[src/rtl/hash_work_pkg.sv]
// Shared types and constants for the hashcore work loader.
package hash_work_pkg;

    localparam int         BLOCK_BITS        = 608;
    localparam logic [7:0] SYNC_BYTE_DEFAULT = 8'hA5;

    localparam logic [1:0] ERR_NONE     = 2'b00;
    localparam logic [1:0] ERR_CHECKSUM = 2'b01;
    localparam logic [1:0] ERR_TIMEOUT  = 2'b10;

    typedef enum logic [1:0] {
        ST_IDLE,
        ST_PAYLOAD,
        ST_CHECK,
        ST_COMMIT
    } state_e;

endpackage

[src/rtl/hash_work_loader_if.sv]
// Byte-stream valid/ready link from the host deserializer into the loader.
interface hash_work_loader_if;
    logic       in_valid;
    logic [7:0] in_data;
    logic       in_ready;

    modport master (output in_valid, output in_data, input  in_ready);
    modport slave  (input  in_valid, input  in_data, output in_ready);
endinterface

[src/rtl/inactivity_timer.sv]
// Saturating idle-cycle counter; o_expired holds once LIMIT idle cycles have elapsed.
module inactivity_timer #(
    parameter int LIMIT = 1024
) (
    input  logic clk,
    input  logic rst_i,
    input  logic i_clear,
    input  logic i_enable,
    output logic o_expired
);
    localparam int             CNT_W = $clog2(LIMIT + 1);
    localparam logic [CNT_W-1:0] MAX = CNT_W'(LIMIT);

    logic [CNT_W-1:0] r_count;

    always_ff @(posedge clk) begin
        if (rst_i || i_clear) begin
            r_count <= '0;
        end else if (i_enable && (r_count != MAX)) begin
            r_count <= r_count + CNT_W'(1);
        end
    end

    assign o_expired = (r_count == MAX);
endmodule

[src/rtl/hash_work_loader.sv]
// Receives framed 608-bit work headers, verifies the XOR checksum and commits
// them to the hashcore, pulsing its restart and latching its enable.
module hash_work_loader
    import hash_work_pkg::*;
#(
    parameter int         PAYLOAD_BYTES  = 76,
    parameter logic [7:0] SYNC_BYTE      = SYNC_BYTE_DEFAULT,
    parameter int         TIMEOUT_CYCLES = 1024
) (
    input  logic                  clk,
    input  logic                  rst_i,
    hash_work_loader_if.slave     in_if,
    output logic [BLOCK_BITS-1:0] block_o,
    output logic                  core_rst_o,
    output logic                  core_enable_o,
    output logic                  busy_o,
    output logic                  frame_ok_o,
    output logic                  frame_err_o,
    output logic [1:0]            err_code_o
);
    localparam int               CNT_W    = $clog2(PAYLOAD_BYTES + 1);
    localparam logic [CNT_W-1:0] LAST_IDX = CNT_W'(PAYLOAD_BYTES - 1);

    state_e                r_state;
    logic                  r_in_ready;
    logic [BLOCK_BITS-1:0] r_shadow;
    logic [BLOCK_BITS-1:0] r_block;
    logic [7:0]            r_xor;
    logic [CNT_W-1:0]      r_count;
    logic                  r_core_rst;
    logic                  r_core_en;
    logic                  r_ok;
    logic                  r_err;
    logic [1:0]            r_err_code;

    logic w_xfer;
    logic w_busy;
    logic w_expired;

    assign w_xfer = in_if.in_valid && r_in_ready;
    assign w_busy = (r_state == ST_PAYLOAD) || (r_state == ST_CHECK);

    // Idle time only counts inside a frame; any accepted byte restarts it.
    inactivity_timer #(
        .LIMIT (TIMEOUT_CYCLES)
    ) u_timer (
        .clk       (clk),
        .rst_i     (rst_i),
        .i_clear   (w_xfer || !w_busy),
        .i_enable  (w_busy && !w_xfer),
        .o_expired (w_expired)
    );

    // NOTE: the shadow is fully overwritten by every frame before it is read,
    // so it carries no reset and stays a plain shift register.
    always_ff @(posedge clk) begin
        if ((r_state == ST_PAYLOAD) && w_xfer) begin
            r_shadow <= {r_shadow[BLOCK_BITS-9:0], in_if.in_data};
        end
    end

    // NOTE: all state and outputs use non-blocking assignment so every branch
    // sees the pre-edge values, regardless of statement order.
    always_ff @(posedge clk) begin
        if (rst_i) begin
            r_state    <= ST_IDLE;
            r_in_ready <= 1'b1;
            r_block    <= '0;
            r_xor      <= '0;
            r_count    <= '0;
            r_core_rst <= 1'b0;
            r_core_en  <= 1'b0;
            r_ok       <= 1'b0;
            r_err      <= 1'b0;
            r_err_code <= ERR_NONE;
        end else begin
            r_core_rst <= 1'b0;
            r_ok       <= 1'b0;
            r_err      <= 1'b0;
            case (r_state)
                ST_IDLE: begin
                    if (w_xfer && (in_if.in_data == SYNC_BYTE)) begin
                        r_state <= ST_PAYLOAD;
                        r_count <= '0;
                        r_xor   <= '0;
                    end
                end
                ST_PAYLOAD: begin
                    if (w_xfer) begin
                        r_xor   <= r_xor ^ in_if.in_data;
                        r_count <= r_count + CNT_W'(1);
                        if (r_count == LAST_IDX) begin
                            r_state <= ST_CHECK;
                        end
                    end else if (w_expired) begin
                        r_err      <= 1'b1;
                        r_err_code <= ERR_TIMEOUT;
                        r_state    <= ST_IDLE;
                    end
                end
                ST_CHECK: begin
                    if (w_xfer) begin
                        if (in_if.in_data == r_xor) begin
                            r_block    <= r_shadow;
                            r_core_rst <= 1'b1;
                            r_ok       <= 1'b1;
                            r_err_code <= ERR_NONE;
                            r_in_ready <= 1'b0;
                            r_state    <= ST_COMMIT;
                        end else begin
                            r_err      <= 1'b1;
                            r_err_code <= ERR_CHECKSUM;
                            r_state    <= ST_IDLE;
                        end
                    end else if (w_expired) begin
                        r_err      <= 1'b1;
                        r_err_code <= ERR_TIMEOUT;
                        r_state    <= ST_IDLE;
                    end
                end
                ST_COMMIT: begin
                    r_core_en  <= 1'b1;
                    r_in_ready <= 1'b1;
                    r_state    <= ST_IDLE;
                end
                default: r_state <= ST_IDLE;
            endcase
        end
    end

    assign in_if.in_ready = r_in_ready;
    assign block_o        = r_block;
    assign core_rst_o     = r_core_rst;
    assign core_enable_o  = r_core_en;
    assign busy_o         = w_busy;
    assign frame_ok_o     = r_ok;
    assign frame_err_o    = r_err;
    assign err_code_o     = r_err_code;
endmodule

[src/flat_wrapper.sv]
// flat-port wrapper written by rule: the top's interface ports become plain ports
module hash_work_loader_flat import hash_work_pkg::*;
#(
    parameter int         PAYLOAD_BYTES  = 76,
    parameter logic [7:0] SYNC_BYTE      = SYNC_BYTE_DEFAULT,
    parameter int         TIMEOUT_CYCLES = 1024
)
  (clk, rst_i, block_o, core_rst_o, core_enable_o, busy_o, frame_ok_o, frame_err_o, err_code_o, in_if_in_valid, in_if_in_data, in_if_in_ready);
  hash_work_loader_if in_if_i ();
  input  logic clk;
  input  logic rst_i;
  output logic [BLOCK_BITS-1:0] block_o;
  output logic core_rst_o;
  output logic core_enable_o;
  output logic busy_o;
  output logic frame_ok_o;
  output logic frame_err_o;
  output logic [1:0] err_code_o;
  input wire logic [$bits(in_if_i.in_valid)-1:0] in_if_in_valid;
  input wire logic [$bits(in_if_i.in_data)-1:0] in_if_in_data;
  output wire logic [$bits(in_if_i.in_ready)-1:0] in_if_in_ready;
  assign in_if_i.in_valid = in_if_in_valid;
  assign in_if_i.in_data = in_if_in_data;
  assign in_if_in_ready = in_if_i.in_ready;
  hash_work_loader #(.PAYLOAD_BYTES(PAYLOAD_BYTES), .SYNC_BYTE(SYNC_BYTE), .TIMEOUT_CYCLES(TIMEOUT_CYCLES)) u_core (.clk(clk), .rst_i(rst_i), .in_if(in_if_i), .block_o(block_o), .core_rst_o(core_rst_o), .core_enable_o(core_enable_o), .busy_o(busy_o), .frame_ok_o(frame_ok_o), .frame_err_o(frame_err_o), .err_code_o(err_code_o));
endmodule
[config.mk]
export PLATFORM = sky130hd
export DESIGN_NAME = hash_work_loader_flat
export DESIGN_NICKNAME = d
export VERILOG_FILES = /design/src/rtl/hash_work_pkg.sv /design/src/rtl/hash_work_loader_if.sv /design/src/rtl/inactivity_timer.sv /design/src/rtl/hash_work_loader.sv /design/src/flat_wrapper.sv
export SDC_FILE = /design/constraint.sdc
export NUM_CORES = 2
export LEC_CHECK = 0
export ABC_AREA = 1
export CORE_MARGIN = 3
export CORE_UTILIZATION = 41
export CTS_BUF_LIST = sky130_fd_sc_hd__clkbuf_8
export DETAILED_ROUTE_END_ITERATION = 10
export PLACE_DENSITY = 0.7
export SYNTH_ARGS = -nofsm -noshare
export SYNTH_HDL_FRONTEND = slang
export SYNTH_SLANG_ARGS = --single-unit
export TNS_END_PERCENT = 10
[constraint.sdc]
create_clock -name clk -period 98 [get_ports clk]
set_clock_uncertainty 0.05 [all_clocks]
set_input_delay 19.6 -clock clk [delete_from_list [all_inputs] [get_ports clk]]
set_output_delay 19.6 -clock clk [all_outputs]
set_load 0.02 [all_outputs]
* Yosys cells after proc, flatten, opt, wreduce, memory -nomap -nowiden
Cells that the tools add are included.
** Cells by class
- Add/sub/neg operators :: 2
- Multipliers :: 0
- Div/mod/pow operators :: 0
- Magnitude comparators :: 0
- Eq/ne operators :: 14
- Shift-type cells :: 0
- Multiplexer cells :: 27
- Bitwise logic cells :: 3
- Reduce and logical (&&, ||, !) cells :: 20
** Operator list (number)
- two-way mux 2 bit :: 9
- two-way mux 8 bit :: 2
- one-hot mux 8 bit (2 select lines) :: 1
- two-way mux 7 bit :: 2
- one-hot mux 7 bit (2 select lines) :: 1
- adder 11 x 1 -> 11 bit, second input constant :: 1
- equality test 11 bit, second input constant :: 1
- inequality test 11 bit, second input constant :: 1
- AND reduction 3 bit :: 3
- equality test 8 bit :: 1
- equality test 8 bit, second input constant :: 1
- two-way mux 1 bit :: 8
- one-hot mux 2 bit (4 select lines) :: 1
- XOR 8 bit :: 1
- adder 7 x 1 -> 7 bit, second input constant :: 1
- equality test 7 bit, second input constant :: 1
- inequality test 2 x 1 -> 1 bit, second input constant :: 3
- nonzero test 2 bit :: 3
- logical AND 1 bit :: 5
- equality test 2 bit, second input constant :: 2
- inequality test 2 bit, second input constant :: 2
- one-hot mux 1 bit (2 select lines) :: 2
- one-hot mux 2 bit (2 select lines) :: 1
- AND reduction 2 bit :: 2
- other kinds (7) :: 11
** Word-level totals
- Flip-flop bits (word level) :: 1250
- Latch bits :: 0
- Memory bits (writable) :: 0
- Bits in read-only memories :: 0
- Input port bits :: 11
- Output and inout port bits :: 616
- Word-level logic and storage cells :: 77
- Memories :: 0

* Depth between registers and ports, before layout
- Word-level depth :: 5
- Mapped depth :: 11
- Depth with buffers taken out :: 11

* Hierarchy
From an unflattened synthesis, not the netlist that was laid out.
** Second synthesis, totals
- Cell total of the unflattened synthesis :: 3556
- Area total of the unflattened synthesis :: 41016.8 um^2
** By module, submodules not included
- hash_work_loader :: times used 1, cells each 3445, area each 40317.4 um^2, sequential area each 30889.6 um^2
- inactivity_timer :: times used 1, cells each 111, area each 699.4 um^2, sequential area each 220.2 um^2

* Worst setup path after synthesis
Ideal clock, no wire load.
- Path type :: input port to flip-flop
- Start point :: in in_if_in_valid
- End point :: reg u_core.r_state[0]
- Library setup time :: 0.119 ns
- Arrival time :: 50.142 ns
- Required time :: 97.831 ns
- Setup slack :: 47.688 ns
- Stages :: 6
- Path buffers :: 0
- Path through :: nand2_1 > nor2_1 > o21ai_0 > and2_1 > nand2_1 > a21oi_1
** Between the ends
- Cells in the longest elaborated chain, start to end :: 4
- Elaborated cells on any way between the ends :: 8
- Those cells by class :: eq/ne (2); mux (3); reduce/logical (3)
** Ends and longest elaborated chain
- from (decl) :: RTL line flat_wrapper.sv:19 : input wire logic [$bits(in_if_i.in_valid)-1:0] in_if_in_valid;
- logical AND 1 bit * :: RTL line hash_work_loader.sv:40 : assign w_xfer = in_if.in_valid && r_in_ready;
- logical AND 1 bit :: RTL line hash_work_loader.sv:82 : if (w_xfer && (in_if.in_data == SYNC_BYTE)) begin
- inequality test 2 x 1 -> 1 bit (no source line)
- AND reduction 2 bit (no source line)
- to (signal assigned) :: RTL line hash_work_loader.sv:83 : r_state <= ST_PAYLOAD;
- to (signal assigned) :: RTL line hash_work_loader.sv:93 : r_state <= ST_CHECK;
- to (signal assigned) :: RTL line hash_work_loader.sv:98 : r_state <= ST_IDLE;
- to (decl) :: RTL line hash_work_loader.sv:24 : state_e r_state;
Every way passes the cells marked *; elsewhere a longest branch is shown, timed or not.
A chain may end at the register's enable or synchronous reset.

* Worst setup path after layout
- Start point :: in in_if_in_valid
- End point :: reg u_core.r_block[341] (netlist: u_core.block_o[341])
** Between the ends
- Cells in the longest elaborated chain, start to end :: 2
** Ends and longest elaborated chain
- logical AND 1 bit :: RTL line hash_work_loader.sv:40
- AND reduction 3 bit (no source line)
- to (signal assigned) :: RTL line hash_work_loader.sv:104 : r_block <= r_shadow;
- to (decl) :: RTL line hash_work_loader.sv:27 : logic [BLOCK_BITS-1:0] r_block;
Every way passes these cells.

==> impl_metrics.tcl <==
set metrics [dict create \
    path_max_fanout 114 \
    drt-total-wl_um 102000 \
    antenna_found_initial 5 \
    cellLeakagePower_nw 16.7 \
    grt_pass1_wl_um 152000 \
    worstPathArrival_ns 25.39 \
    die_width_um 327 \
    criticalPathCategory "primary input to register" \
    path_cells "clkdlybuf4s50_1 -> nand2_1 -> nor2_1 -> nand3_4 -> buf_4 -> buf_4 -> buf_4 -> buf_4 -> buf_4 -> o21ai_1 -> a21oi_1" \
    rsz0062_at_grt "false" \
    cts_buffers 194 \
    port-buffer-count 626 \
    synth_area_leaders "edfxtp_1 (43%), dfxtp_1 (30%), a21oi_1 (7.5%), inv_1 (5.8%), o21ai_1 (4.7%)" \
    setup_ws_ns 73.31 \
    ant_nets 0 \
    hp-class "register to register" \
    die_h_um 327 \
    yosys_warnings 0 \
    critPathBufInv 6 \
    cp.depth 11 \
    pin_count 627 \
    drv_cap 0 \
    ff2ff_path_depth 12 \
    crit_path_max_incr_delay_ns 0.86 \
    cts_tree "built" \
    drv_slew 0 \
    htree_levels 4 \
    dr.pass1.iters 5 \
    core.rowCount 117 \
    post_cts_buffers 0 \
    synth-edff-count 608 \
    hold_depth 0 \
    crit_path_frequent_cell "buf_4" \
    ir_worst_vdd_mv 0.0134 \
    cp-startpoint "in_if_in_valid" \
    startpoint_type "primary input" \
    drt_iter0_drc 2062 \
    synth_seq_cells 1250 \
    fmax_mhz 40.5 \
    fp.coreArea_um2 102000 \
    outcome "finished clean" \
    grt_overflow 0 \
    worstHoldStart "u_core.r_shadow[549]$_DFFE_PP_" \
    setup_viol 0 \
    r2r_setup_slack_ns 92.10 \
    ys_seq_area_frac 0.735 \
    initial_utilization 0.414 \
    cts.sinks 1250 \
    hold_viol 0 \
    timing.rr.end "u_core.block_o[341]$_SDFFE_PP0P_" \
    wl_per_cell_um 17.8 \
    yosysTopAreaCell "edfxtp_1" \
    grt_start_max_net_pins 225 \
    clkSlewWorstSetupHoldPaths_ns 0.06 \
    post-route-period-util 0.252 \
    synth_flop_cell "dfxtp_1" \
    clockBufferDepth 3 \
    crit_family "buffers and inverters" \
    vias 27000 \
    post_cts_resized 0 \
    clock_latency_ns 0.84 \
    synth_fp_nets 3575 \
    min_to "u_core.r_shadow[557]$_DFFE_PP_" \
    synth_top_cell_area_share 0.431 \
    reg2reg_from "u_core.r_state[0]$_SDFFE_PP0P_" \
    tightest_slew_ns 1.13 \
    synthCells 3557 \
    die_area_um2 107000 \
    viasPerCell 4.71 \
    synthTopCellsByCount "inv_1 (655), dfxtp_1 (642), a21oi_1 (635)" \
    place_hpwl_um 66900 \
    syn2layout_area_growth_pct 25.2 \
    period_needed_ns 24.69 \
    finalNetCount 4210 \
    powerDensity_nw_per_um2 20.8 \
    drc 0 \
    postCtsHoldBufs 0 \
    async_flop_share 0 \
    max-slew-margin-rel 0.249 \
    drive_gt1_frac 0.0713 \
    synth.most_common_cell "inv_1" \
    grt_pass1_vias 26000 \
    slowest_stage "buf_4" \
    syn_avg_cell_area_um2 11.9 \
    syn_area_um2 42300 \
    crit_required_ns 98.70 \
    finalSetupTns_ns 0 \
    cts_root_buf "clkbuf_8" \
    gp_congestion 0.821 \
    pre_cts_slack_ns 72.60 \
    ys_types 27 \
    cp-end-kind "register" \
    grt_usage 0.184 \
]
[power breakdown]
part | switching [mW] | internal (mW)
clock | 0.207 | 0.241
combinational | 0.0433 | 0.0107
sequential | 0.0143 | 0.585
total | 0.264 | 0.837
[layer usage]
| layer | share of wire | global-route usage | up-vias | wire, um |
|---|---|---|---|---|
| met5 | 0 | 0 | - | 0 |
| met4 | 0.024 | 0.0602 | 0 | 2440 |
| met3 | 0.094 | 0.0710 | 146 | 9610 |
| met2 | 0.46 | 0.285 | 823 | 46700 |
| met1 | 0.43 | 0.237 | 12700 | 43500 |
| li1 | - | - | 13300 | - |
[cell type report]
cell class | count | area (um2)
clock inverters | 135 | 911
diodes | 2 | 5.00
clock buffers | 231 | 3180
fillers | 8857 | 49200
inverters | 657 | 2470
well taps | 1368 | 1710
repair buffers | 648 | 6460
multi-input cells | 1441 | 7160
flip-flops and latches | 1250 | 31100
[cells by family after synthesis]
group                      Yosys count  share of synthesized area
adders and majority gates            7                    0.00207
AOI/OAI and AO/OA                 1264                      0.150
and+or+nand+nor                    164                     0.0157
xor gates and xnor gates             6                    0.00124
buffers and inverters              866                     0.0967
DFF                               1250                      0.735
[per-stage QoR]
stage / power (mW) / area, um2 / util / hold slack [ns] / instances
global placement: 0.663 / 48900 / 0.479 / 0.374 / 5364
detailed placement: 0.664 / 48900 / 0.479 / 0.376 / 5364
finish: 1.10 / 53000 / 0.519 / 0.365 / 5732
floorplan: 0.689 / 42300 / - / 0.371 / 3557
global route: 1.15 / 53000 / 0.519 / 0.374 / 5731
CTS: 1.11 / 53000 / 0.519 / 0.356 / 5730
[sequential cells by signal, summed over array words and instances, names as in the netlist]
name,cells
u_core.block_o,608
u_core.core_enable_o,1
u_core.err_code_o,2
u_core.frame_err_o,1
u_core.frame_ok_o,1
u_core.in_if.in_ready,1
u_core.r_count,7
u_core.r_shadow,608
u_core.r_state,2
u_core.r_xor,8
u_core.u_timer.r_count,11
[layout by cell type, fill, tap and decap left out, drive strengths merged]
cell	n
clkinv	52
xnor2	2
edfxtp	608
o21bai	1
a21boi	1
nor3	6
inv	728
nand2	96
bufinv	9
nand3	19
clkinvlp	3
and3	1
nor2	39
o21ai	626
ha	7
xor2	4
clkdlybuf4s50	626
a211oi	1
a21oi	635
nor3b	2
clkbuf	231
diode	2
buf	22
and2	1
dfxtp	642
[worst max path at each step]
stage	endpoint	slack (ns)
floorplan	u_core.r_state[0]$_SDFFE_PP0P_	47.69
global placement	u_core.block_o[455]$_SDFFE_PP0P_	72.65
detailed placement	u_core.block_o[355]$_SDFFE_PP0P_	72.60
CTS	u_core.block_o[341]$_SDFFE_PP0P_	73.48
global route	u_core.block_o[341]$_SDFFE_PP0P_	72.87
finish	u_core.block_o[341]$_SDFFE_PP0P_	73.31
Note: power is estimated with default switching activity, not from simulation.
